**src/rtl/oh_pads_ctrl.sv**
```systemverilog
// Per-side padring control: shadow pad configuration, staged pad enable sequencer, din return path.
// Define OH_PADS_CTRL_SYNC_EN to pass pad_din through a 2-flop synchronizer; otherwise core_din = pad_din.
module oh_pads_ctrl #(
  parameter int unsigned NGPIO = 8,
  parameter int unsigned GROUP = 4,
  parameter int unsigned DELAY = 16,
  parameter int unsigned AW    = 8
) (
  input  logic                 clk,
  input  logic                 nreset,
  input  logic                 reg_write,
  input  logic                 reg_read,
  output logic                 reg_ready,
  input  logic [AW-1:0]        reg_addr,
  input  logic [9:0]           reg_wdata,
  output logic [9:0]           reg_rdata,
  output logic                 reg_rvalid,
  output logic                 reg_err,
  input  logic                 go,
  input  logic                 off,
  output logic                 done,
  output logic [NGPIO*8-1:0]   cfg,
  output logic [NGPIO-1:0]     ie,
  output logic [NGPIO-1:0]     oen,
  input  logic [NGPIO-1:0]     pad_din,
  output logic [NGPIO-1:0]     core_din
);

  localparam int unsigned NGRP = (NGPIO + GROUP - 1) / GROUP;
  localparam int unsigned KW   = (NGRP > 1) ? $clog2(NGRP) : 1;
  localparam int unsigned CW   = (DELAY > 1) ? $clog2(DELAY) : 1;
  localparam logic [KW-1:0] KLAST  = KW'(NGRP - 1);
  localparam logic [CW-1:0] CLOAD  = CW'(DELAY - 1);
  localparam logic [AW-1:0] NGPIO_A = AW'(NGPIO);

  typedef enum logic [1:0] {S_IDLE, S_STEP, S_WAIT, S_DONE} state_e;

  state_e            state_q, state_d;
  logic [KW-1:0]     k_q, k_d;
  logic [CW-1:0]     cnt_q, cnt_d;
  logic [NGPIO-1:0]  mask_q, mask_d;
  logic              ready_q, ready_d;
  logic              done_q, done_d;

  logic [NGPIO-1:0][7:0] sh_cfg_q;
  logic [NGPIO-1:0]      sh_ie_q;
  logic [NGPIO-1:0]      sh_oen_q;

  logic [9:0]          rdata_q, rdata_d;
  logic                rvalid_q, rvalid_d;
  logic                err_q, err_d;
  logic [NGPIO*8-1:0]  cfg_q, cfg_d;
  logic [NGPIO-1:0]    ie_q, ie_d;
  logic [NGPIO-1:0]    oen_q, oen_d;

  logic                wr_acc_c, rd_acc_c, addr_ok_c;
  logic [9:0]          rd_sel_c;
  logic [NGPIO-1:0]    grp_mask_c;

  // Pads belonging to the group currently being released.
  always_comb begin
    grp_mask_c = '0;
    for (int i = 0; i < int'(NGPIO); i++) begin
      if (i >= int'(k_q) * int'(GROUP) && i < (int'(k_q) + 1) * int'(GROUP))
        grp_mask_c[i] = 1'b1;
    end
  end

  always_comb begin
    state_d = state_q;
    k_d     = k_q;
    cnt_d   = cnt_q;
    mask_d  = mask_q;
    if (off) begin
      state_d = S_IDLE;
      k_d     = '0;
      cnt_d   = '0;
      mask_d  = '0;
    end else begin
      case (state_q)
        S_IDLE: begin
          if (go) begin
            state_d = S_STEP;
            k_d     = '0;
          end
        end
        S_STEP: begin
          mask_d = mask_q | grp_mask_c;
          if (k_q == KLAST) begin
            state_d = S_DONE;
          end else begin
            k_d     = k_q + KW'(1);
            cnt_d   = CLOAD;
            state_d = S_WAIT;
          end
        end
        S_WAIT: begin
          if (cnt_q == '0) state_d = S_STEP;
          else             cnt_d   = cnt_q - CW'(1);
        end
        S_DONE: begin
          if (!go) state_d = S_IDLE;
        end
        default: state_d = S_IDLE;
      endcase
    end
    ready_d = (state_d != S_STEP);
    done_d  = (state_d == S_DONE);
  end

  // Register port decode; out-of-range accesses read as zero and flag an error.
  always_comb begin
    wr_acc_c  = reg_write & ready_q;
    rd_acc_c  = reg_read & ~reg_write & ready_q;
    addr_ok_c = (reg_addr < NGPIO_A);
    rd_sel_c  = '0;
    for (int i = 0; i < int'(NGPIO); i++) begin
      if (reg_addr == AW'(i)) rd_sel_c = {sh_oen_q[i], sh_ie_q[i], sh_cfg_q[i]};
    end
    rdata_d  = rd_acc_c ? (addr_ok_c ? rd_sel_c : 10'h000) : rdata_q;
    rvalid_d = rd_acc_c;
    err_d    = (wr_acc_c | rd_acc_c) & ~addr_ok_c;
  end

  // Masked pads are held in the safe state: cfg=0, ie=0, oen=1.
  always_comb begin
    cfg_d = '0;
    ie_d  = '0;
    oen_d = '1;
    for (int i = 0; i < int'(NGPIO); i++) begin
      cfg_d[i*8 +: 8] = mask_q[i] ? sh_cfg_q[i] : 8'h00;
      ie_d[i]         = mask_q[i] & sh_ie_q[i];
      oen_d[i]        = ~mask_q[i] | sh_oen_q[i];
    end
  end

  always_ff @(posedge clk or negedge nreset) begin
    if (!nreset) begin
      state_q  <= S_IDLE;
      k_q      <= '0;
      cnt_q    <= '0;
      mask_q   <= '0;
      ready_q  <= 1'b1;
      done_q   <= 1'b0;
      rdata_q  <= '0;
      rvalid_q <= 1'b0;
      err_q    <= 1'b0;
      cfg_q    <= '0;
      ie_q     <= '0;
      oen_q    <= '1;
    end else begin
      state_q  <= state_d;
      k_q      <= k_d;
      cnt_q    <= cnt_d;
      mask_q   <= mask_d;
      ready_q  <= ready_d;
      done_q   <= done_d;
      rdata_q  <= rdata_d;
      rvalid_q <= rvalid_d;
      err_q    <= err_d;
      cfg_q    <= cfg_d;
      ie_q     <= ie_d;
      oen_q    <= oen_d;
    end
  end

  always_ff @(posedge clk or negedge nreset) begin
    if (!nreset) begin
      sh_cfg_q <= '0;
      sh_ie_q  <= '0;
      sh_oen_q <= '1;
    end else begin
      for (int i = 0; i < int'(NGPIO); i++) begin
        if (wr_acc_c && reg_addr == AW'(i)) begin
          sh_cfg_q[i] <= reg_wdata[7:0];
          sh_ie_q[i]  <= reg_wdata[8];
          sh_oen_q[i] <= reg_wdata[9];
        end
      end
    end
  end

`ifdef OH_PADS_CTRL_SYNC_EN
  logic [NGPIO-1:0] sync1_q, sync2_q;

  always_ff @(posedge clk or negedge nreset) begin
    if (!nreset) begin
      sync1_q <= '0;
      sync2_q <= '0;
    end else begin
      sync1_q <= pad_din;
      sync2_q <= sync1_q;
    end
  end

  assign core_din = sync2_q;
`else
  assign core_din = pad_din;
`endif

  assign reg_ready  = ready_q;
  assign reg_rdata  = rdata_q;
  assign reg_rvalid = rvalid_q;
  assign reg_err    = err_q;
  assign done       = done_q;
  assign cfg        = cfg_q;
  assign ie         = ie_q;
  assign oen        = oen_q;

endmodule

```
**config.mk**
```make
export PLATFORM = sky130hd
export DESIGN_NAME = oh_pads_ctrl
export DESIGN_NICKNAME = d
export VERILOG_FILES = /design/src/rtl/oh_pads_ctrl.sv
export SDC_FILE = /design/constraint.sdc
export NUM_CORES = 1
export LEC_CHECK = 0
export ABC_AREA = 0
export CAP_MARGIN = 20
export CORE_MARGIN = 2
export CORE_UTILIZATION = 35
export DETAILED_ROUTE_END_ITERATION = 7
export GPL_ROUTABILITY_DRIVEN = 0
export REMOVE_ABC_BUFFERS = 1
export SYNTH_ARGS = -nofsm -noshare
export SYNTH_HDL_FRONTEND = slang
export SYNTH_SLANG_ARGS = --single-unit
export TNS_END_PERCENT = 50
```
**constraint.sdc**
```tcl
create_clock -name clk -period 2.23 [get_ports clk]
set_input_delay 0.3345 -clock clk [delete_from_list [all_inputs] [get_ports clk]]
set_output_delay 0.3345 -clock clk [all_outputs]
set_load 0.05 [all_outputs]
```
==> Yosys cells after proc, flatten, opt, wreduce, memory -nomap -nowiden <==
Cells that the tools add are included.
{ "totals": {"inputBits": 32, "out_inout_bits": 102, "regBits": 189} }
{ "op_classes": {"addsub": 3, "reduce_logical": 24, "n_lt_le_gt_ge": 17, "eq_ne": 15, "bitwise_logic": 32, "mux": 41} }
{ "op_table": {"columns": ["cell", "count"], "rows": [
  ["$lt A4 B32 Y1 const A", 3],
  ["$mux W10", 9],
  ["$mux W8", 10],
  ["$lt A3 B32 Y1 const A", 2],
  ["$eq A8 B3 Y1 const B", 4],
  ["$lt A1 B32 Y1 const A", 1],
  ["$lt A2 B32 Y1 const A", 1],
  ["$eq A8 B2 Y1 const B", 2],
  ["$logic_and A1 B1 Y1", 16],
  ["$and A1 B1 Y1", 12],
  ["$ge A3 B3 Y1 const A", 4],
  ["$mux W1", 12],
  ["$mux W4", 3],
  ["$not A1 Y1", 10],
  ["$ne A3 B3 Y1 const B", 3],
  ["$or A1 B1 Y1", 9],
  ["$eq A8 B1 Y1 const B", 1],
  ["$logic_not A8 Y1", 1],
  ["$lt A8 B4 Y1 const B", 1],
  ["$mux W2", 4],
  ["$or A8 B8 Y8", 1],
  ["$pmux W2 S4", 1],
  ["$pmux W4 S2", 1],
  ["$eq A2 B2 Y1 const B", 3],
  ["15 further kinds", 18]
]} }

==> Depth between registers and ports, before layout <==
Gate-level depths: netlist of the first run.
{ "depth": {"word_depth": 10, "ltp_mapped": 6, "ltp_nobuf": 6} }

==> Worst setup path after synthesis of the first run <==
OpenSTA, ideal clock, no wires.
{ "synth_timing": {"kind": "input to register", "from": "in reg_addr[4]", "to": "reg sh_cfg_q[10] (netlist bit)", "path_slack_ns": -0.079, "setup_ns": 0.125, "t_arrival_ns": 2.185, "cell_stages": 6, "path_cell_list": "or4_4 > or4_1 > buf_2 > nor3b_1 > buf_4 > mux2_2"} }
{ "synth_via": {"elab_chain_len": 2} }
{ "synth_rtl": {"columns": ["item", "line", "text"], "rows": [
  ["from (decl)", "14", "input logic [AW-1:0] reg_addr,"],
  ["$eq A8 B1 Y1", "174", "if (wr_acc_c && reg_addr == AW'(i)) begin"],
  ["$logic_and A1 B1 Y1", "174", null],
  ["to (signal, indexed assignment)", "175", "sh_cfg_q[i] <= reg_wdata[7:0];"],
  ["to (decl)", "45", "logic [NGPIO-1:0][7:0] sh_cfg_q;"]
]} }
No other way between the ends.
A chain may end at the register's enable or synchronous reset.

==> Worst setup path in the final report of the first run <==
{ "layout_timing": {"from": "in reg_addr[4]", "to": "reg sh_cfg_q[12] (netlist bit)"} }
Same word-level chain as after synthesis.

==> impl_metrics.csv, run 1 <==
group,metric,value,unit
clocking,clk_latency,0.44,ns
global_routing,grt_max_degree,64,
clocking,cts_sinks,189,
power_and_ir_drop,p_sw,1.883,mW
die,core_area,21020,sq um
layout,area_delta_synth_final,30.79,%
critical_path,startpoint_type,"input port",
layout,fin_util,46.50,%
clocking,cts_buffer_depth,2,
critical_path,cp.arrival,2.55,ns
synth,synth_cell_types,49,
die,die_area,22540,sq um
power_and_ir_drop,p_sw_share,25.48,%
sta,setup_viol,1,
die,initial_core_util,35.55,%
routing,routed_wl,18520,microns
critical_path,cp-end-kind,"register",
sta,slew_violations,0,
sta,finalHoldViolations,0,
global_routing,grt_overflow,0,
clocking,htreeDepth,4,
layout,fin_area,9774,sq um
synth,yosysSeqAreaShare,63.57,%
die,die_h,150.1,microns
die,die_width,150.1,microns
routing,wl_met1,8489,microns
die,rows,53,
critical_path,timing.critical_path.from,"reg_addr[4]",
layout,drive_above_1_share,27.14,%
power_and_ir_drop,leakage,4.518,nW
sta,whs,0.4019,ns
synth,async_flop_share,100.0,%
power_and_ir_drop,combPwrFrac,8.7,%
layout,seq_area,4751,sq um
synth,synth_area,7473,sq um
critical_path,critical_path_required,2.55,ns
sta,tightest_slew,0.6554,ns
synth,syn_avg_cell_area,13.54,sq um
synth,syn_inst,552,
layout,insertedDiodeCount,0,
routing,dr.pass1.iters,4,
layout,fill_cells,1852,
synth,synth.largest_area_cell,"dfrtp_1",
power_and_ir_drop,power_frac_seq,49.8,%
critical_path,path_class,"input port to register",
clocking,clkSlewWorstSetupHoldPaths,0.06,ns
placement,post-place-cells,941,
clocking,root_buffer,"clkbuf_16",
outcome,violations,"setup timing",
global_routing,grt.total_usage,17.15,%
flow_run,drv.max_cap_violation_count,0,
layout,multi_input_area,2547,sq um
global_routing,grt_pass1_wl,28750,microns
sta,fin_setup_tns,-0.001031,ns
power_and_ir_drop,internal-power,5.506,mW
placement,place_area,9126,sq um
routing,viasPerCell,4.885,
layout,finalNonFillerCells,975,
routing,vias,4763,
routing,wl_met2,8821,microns
sta,finClkSkew,0.01181,ns
power_and_ir_drop,pwr_density_cell,756.0,nW/um^2
routing,drtAntennaViolNets,0,
synth,synth-seq-cells,189,
critical_path,crit_fanout,5,
synth,synth_area_leaders,"dfrtp_1 58%, mux2_2 13%, and2_1 6.0%",
sta,min_period,2.231,ns
sta,rsz0062_at_grt,"yes",
die,num_io_pins,134,
power_and_ir_drop,ir_drop,599.1,uV
synth,synth-main-ff-cell,"dfrtp_1",
routing,topRoutingLayerUsed,"met4",
clocking,cts_setup_buffers,0,
sta,setup_ws,-0.001031,ns
outcome,status,"complete, but fails checks",
placement,io_buffers,117,
sta,maxSlewHeadroom,56.17,%
placement,post-dp-hpwl,13330,microns
sta,fmax,448.2,MHz
global_routing,grt_pass1_vias,4982,
routing,wl_met3,856,microns
synth,yosysMostFrequentCell,"dfrtp_1",
routing,wire_per_inst,18.99,microns
synth,synth_top_cell_area_share,57.59,%
layout,nets,720,
clocking,tritoncts,"yes",
power_and_ir_drop,power_frac_clock,41.6,%
synth,ys_warn_count,0,
clocking,numCtsBuffers,17,
routing,drc,0,
global_routing,antenna_found_initial,1,
routing,drtIter0Drc,402,
critical_path,timing.rr.start,"reg_ready",
synth,synth_common_cells,"172 x dfrtp_1, 88 x mux2_2, 72 x and2_1",
synth,synth_edf_count,0,
min_path,hold_path.class,"input port to async pin",
sta,fin_crit_sh,100.0,%
==> placed cells by master (no fill, tap or decap), types with 3 or more instances in the layout <==
cell type,n
o221ai_1,7
a31oi_1,3
inv_1,7
nand2_1,15
buf_4,29
clkinv_4,3
buf_12,5
inv_6,6
nand3_1,6
nor3_1,4
o21ai_0,13
nand2b_1,15
nor2_1,24
mux2_2,88
o22ai_1,5
clkbuf_16,17
and2_1,72
o221a_2,3
clkdlybuf4s50_1,115
mux2i_1,18
dfrtp_1,172
a21oi_1,6
dfstp_2,17
==> flip-flops by register name (all words and copies together) (netlist names) <==
| name | count |
|---|---|
| reg_rdata | 10 |
| cnt_q | 4 |
| reg_ready | 1 |
| done | 1 |
| sh_oen_q | 8 |
| reg_err | 1 |
| ie | 8 |
| reg_rvalid | 1 |
| cfg | 64 |
| sh_cfg_q | 64 |
| state_q | 2 |
| mask_q | 8 |
| sh_ie_q | 8 |
| k_q | 1 |
| oen | 8 |
==> path summary, 6_finish.rpt <==
kind | end | slack [ns] | depth (start not counted)
setup / recovery | sh_cfg_q[12] | -0.001 | 6
hold / removal | cfg[47] | 0.40 | 2
setup reg to reg | sh_cfg_q[12] | 0.11 | 5
hold reg to reg | reg_rdata[7] | 0.49 | 2
max in group asynchronous | reg_ready | 1.10 | 3
min in group clk | reg_rdata[7] | 0.49 | 2
==> power by group through the flow <==
stage	Clock (mW)	Combinational, mW	Sequential [mW]
2_1_floorplan	0	0.228	3.79
3_3_place_gp	0	0.623	3.74
3_5_place_dp	0	0.641	3.74
4_1_cts	3.14	0.648	3.68
5_1_grt	3.27	0.698	3.70
6_report	3.07	0.640	3.68
==> cells by family (layout without fill, tap and decap cells) <==
| logic type | Yosys count | in the layout | synth area share [%] |
|---|---|---|---|
| flip-flops | 189 | 189 | 63.57 |
| AND/OR/NAND/NOR | 157 | 157 | 12.20 |
| multiplexers | 109 | 109 | 16.42 |
| AO/OA/AOI/OAI | 51 | 51 | 4.805 |
| buffers and inverters | 44 | 192 | 2.712 |
| adder cells (fa/ha/maj) | 1 | 1 | 0.1674 |
| XOR/XNOR | 1 | 1 | 0.1172 |
==> area by class of cell <==
type                       count  share of cell area [%]
clock buffer                  17                   4.352
clock inverter                15                   1.779
sequential                   189                   48.60
multi-input combinational    319                   26.06
inverter                       7                  0.2688
timing repair buffer         153                   15.41
tap                          275                   3.520
==> routing by layer <==
layer / vias up / global-route usage, %
li1: 2172 / -
met1: 2435 / 22.99
met2: 129 / 27.60
met3: 27 / 3.909
met4: 0 / 5.802
met5: - / 0
==> metrics by stage <==
| step | power [mW] | setup slack, ns |
|---|---|---|
| after floorplan | 4.019 | -0.6318 |
| after global placement | 4.361 | -0.5359 |
| after detailed placement | 4.383 | -0.5634 |
| after CTS | 7.461 | 0.002369 |
| after global routing | 7.669 | -0.01357 |
| final | 7.389 | -0.001031 |
==> repair_timing <==
action	CTS	global route
hold buffers	1	0
resized for setup	7	4
gates cloned	1	0
endpoints found under the setup margin	70	28
pin swaps	1	0
endpoints found under the hold margin	45	0
==> critical path: stages <==
cell,delay (ns)
clkdlybuf4s50_1,0.40
or4_4,0.56
or4_4,0.46
nor3b_2,0.25
buf_4,0.20
mux2_2,0.34
Note: power is estimated with default switching activity, not from simulation.
==> run 2: changes to the inputs <==
--- a/config.mk
+++ b/config.mk
@@ -11,6 +11,7 @@
 export CORE_UTILIZATION = 35
 export DETAILED_ROUTE_END_ITERATION = 7
 export GPL_ROUTABILITY_DRIVEN = 0
+export PLACE_DENSITY_LB_ADDON = 0.1
 export REMOVE_ABC_BUFFERS = 1
 export SYNTH_ARGS = -nofsm -noshare
 export SYNTH_HDL_FRONTEND = slang
==> impl_metrics.csv, run 2 (synthesis results as in run 1) <==
group,metric,value,unit
placement,post-dp-hpwl,14000,microns
clocking,tritoncts,"yes",
die,die_h,150.1,microns
sta,finalHoldViolations,0,
critical_path,path_delay_family,"simple AND/OR/NAND/NOR gates",
clocking,clk_latency,0.43,ns
layout,insertedDiodeCount,0,
placement,post-place-cells,942,
die,die_width,150.1,microns
die,core_area,21020,sq um
clocking,root_buffer,"clkbuf_16",
layout,area_delta_synth_final,33.42,%
critical_path,timing.critical_path.from,"reg_addr[3]",
critical_path,startpoint_type,"input port",
sta,slew_violations,0,
power_and_ir_drop,p_sw,1.832,mW
layout,finalNonFillerCells,982,
power_and_ir_drop,power_frac_seq,48.9,%
critical_path,path_class,"input port to register",
layout,fin_util,47.43,%
sta,fmax,451.8,MHz
critical_path,path_cells,"dlygate4sd2_1 -> or4_4 -> or4_4 -> buf_6 -> buf_4 -> nor2_4 -> buf_12 -> mux2_2",
clocking,cts_buffer_depth,2,
global_routing,grt_pass1_vias,5211,
routing,drc,0,
sta,rsz0062_at_grt,"no",
layout,layout_commonest_cell,"dfrtp_1",
power_and_ir_drop,leakage,4.605,nW
clocking,htreeDepth,4,
die,rows,53,
global_routing,grt_pass1_wl,30140,microns
critical_path,crit_fanout,7,
power_and_ir_drop,combPwrFrac,8.8,%
placement,place_area,9184,sq um
min_path,hold_path.class,"input port to async pin",
global_routing,grt_max_degree,59,
critical_path,cp.arrival,2.52,ns
global_routing,antenna_found_initial,0,
routing,viasPerCell,4.869,
layout,fin_area,9971,sq um
routing,drtIter0Drc,228,
layout,nets,727,
layout,drive_above_1_share,27.72,%
routing,routed_wl,19680,microns
routing,wire_per_inst,20.04,microns
flow_run,drv.max_cap_violation_count,0,
sta,finClkSkew,0.008069,ns
sta,setup_viol,0,
sta,fin_crit_sh,99.26,%
die,initial_core_util,35.55,%
outcome,status,"finished clean",
sta,maxSlewHeadroom,58.32,%
routing,dr.pass1.iters,4,
power_and_ir_drop,internal-power,5.696,mW
global_routing,grt_overflow,0,
clocking,numCtsBuffers,17,
power_and_ir_drop,total_power,7.529,mW
critical_path,timing.rr.start,"reg_ready",
critical_path,cpMostUsedCell,"or4_4",
die,num_io_pins,134,
sta,tightest_slew,0.6233,ns
power_and_ir_drop,p_sw_share,24.34,%
critical_path,rr_endpoint,"sh_cfg_q[17]",
critical_path,cp-end-kind,"register",
critical_path,slowest_delay,0.55,ns
layout,layout_common_cells,"172 x dfrtp_1, 111 x clkdlybuf4s50_1, 79 x mux2_2",
critical_path,cp_num_buf_inv,4,
placement,io_buffers,117,
clocking,clkSlewWorstSetupHoldPaths,0.07,ns
power_and_ir_drop,power_frac_clock,42.3,%
die,die_area,22540,sq um
routing,drtAntennaViolNets,0,
power_and_ir_drop,ir_drop,494.2,uV
critical_path,crit_slowest_cell,"or4_4",
critical_path,r2r_slack,0.11,ns
sta,min_period,2.214,ns
routing,vias,4781,
power_and_ir_drop,pwr_density_cell,755.1,nW/um^2
clocking,cts_sinks,189,
global_routing,grt.total_usage,18.10,%
critical_path,critical_path_required,2.54,ns
critical_path,ff2ff_path_depth,7,
sta,whs,0.4578,ns
-- run 2: cell types whose count changed in the layout (fill, tap and decap cells not counted), moves of 2 or more --
cell             change
clkdlybuf4s50_1      -4
inv_8                -2
buf_6                +4
dlygate4sd2_1        +3
buf_4                -2
clkinvlp_4           +2
clkbuf_8             +3
mux2_2               -9
inv_6                -2
buf_12               +4
clkinv_4             -3
mux2_4              +10
-- run 2: stage by stage --
step                      TNS, ns  setup slack, ns
after floorplan            -8.072          -0.6318
after global placement     -35.41          -0.5477
after detailed placement   -36.31          -0.6226
after CTS                       0         0.009238
after global routing            0         0.001438
final                           0          0.01645
-- run 2: how the worst max path moves through the flow --
stage | end | depth (start not counted)
2_1_floorplan | sh_cfg_q[10] | 4
3_3_place_gp | sh_cfg_q[9] | 6
3_5_place_dp | sh_cfg_q[12] | 6
4_1_cts | sh_ie_q[0] | 7
5_1_grt | sh_cfg_q[19] | 8
6_report | sh_cfg_q[17] | 8
-- run 2: repair_timing --
item	4_1_cts	5_1_grt
buffers inserted	4	1
cloned	2	0
hold buffers	1	0
endpoints found under the hold margin	49	0
gates resized for setup	23	5
pin swaps	4	4
endpoints found under the setup margin	39	28
-- run 2: area by class of cell --
| cell class | count | area [sq um] |
|---|---|---|
| sequential | 189 | 4751 |
| inverter | 7 | 26.28 |
| timing repair buffer | 160 | 1643 |
| tap | 275 | 344.1 |
| multi-input combinational | 319 | 2582 |
| clock inverter | 12 | 157.7 |
| fill | 1865 | 11050 |
| clock buffer | 20 | 466.7 |
-- run 2: metal layers --
| metal | global-route usage (%) | wire [microns] | vias up |
|---|---|---|---|
| met1 | 23.52 | 8766 | 2463 |
| li1 | - | - | 2187 |
| met5 | 0 | 0 | - |
| met2 | 30.89 | 9921 | 115 |
| met4 | 5.094 | 287 | 0 |
| met3 | 3.576 | 704 | 16 |
-- run 2: power groups by stage --
stage | combinational, mW | sequential, mW | clock, mW
floorplan | 0.228 | 3.79 | 0
global placement | 0.647 | 3.75 | 0
detailed placement | 0.659 | 3.75 | 0
CTS | 0.669 | 3.68 | 3.26
global route | 0.718 | 3.70 | 3.43
finish | 0.662 | 3.68 | 3.18
-- run 2: worst reg2reg max path, delay by kind of cell, from the launching register on --
family / cells / cell delay [ns]
and+or+nand+nor: 3 / 0.65
DFF: 1 / 0.58
buffers and inverters: 3 / 0.42
muxes: 1 / 0.34
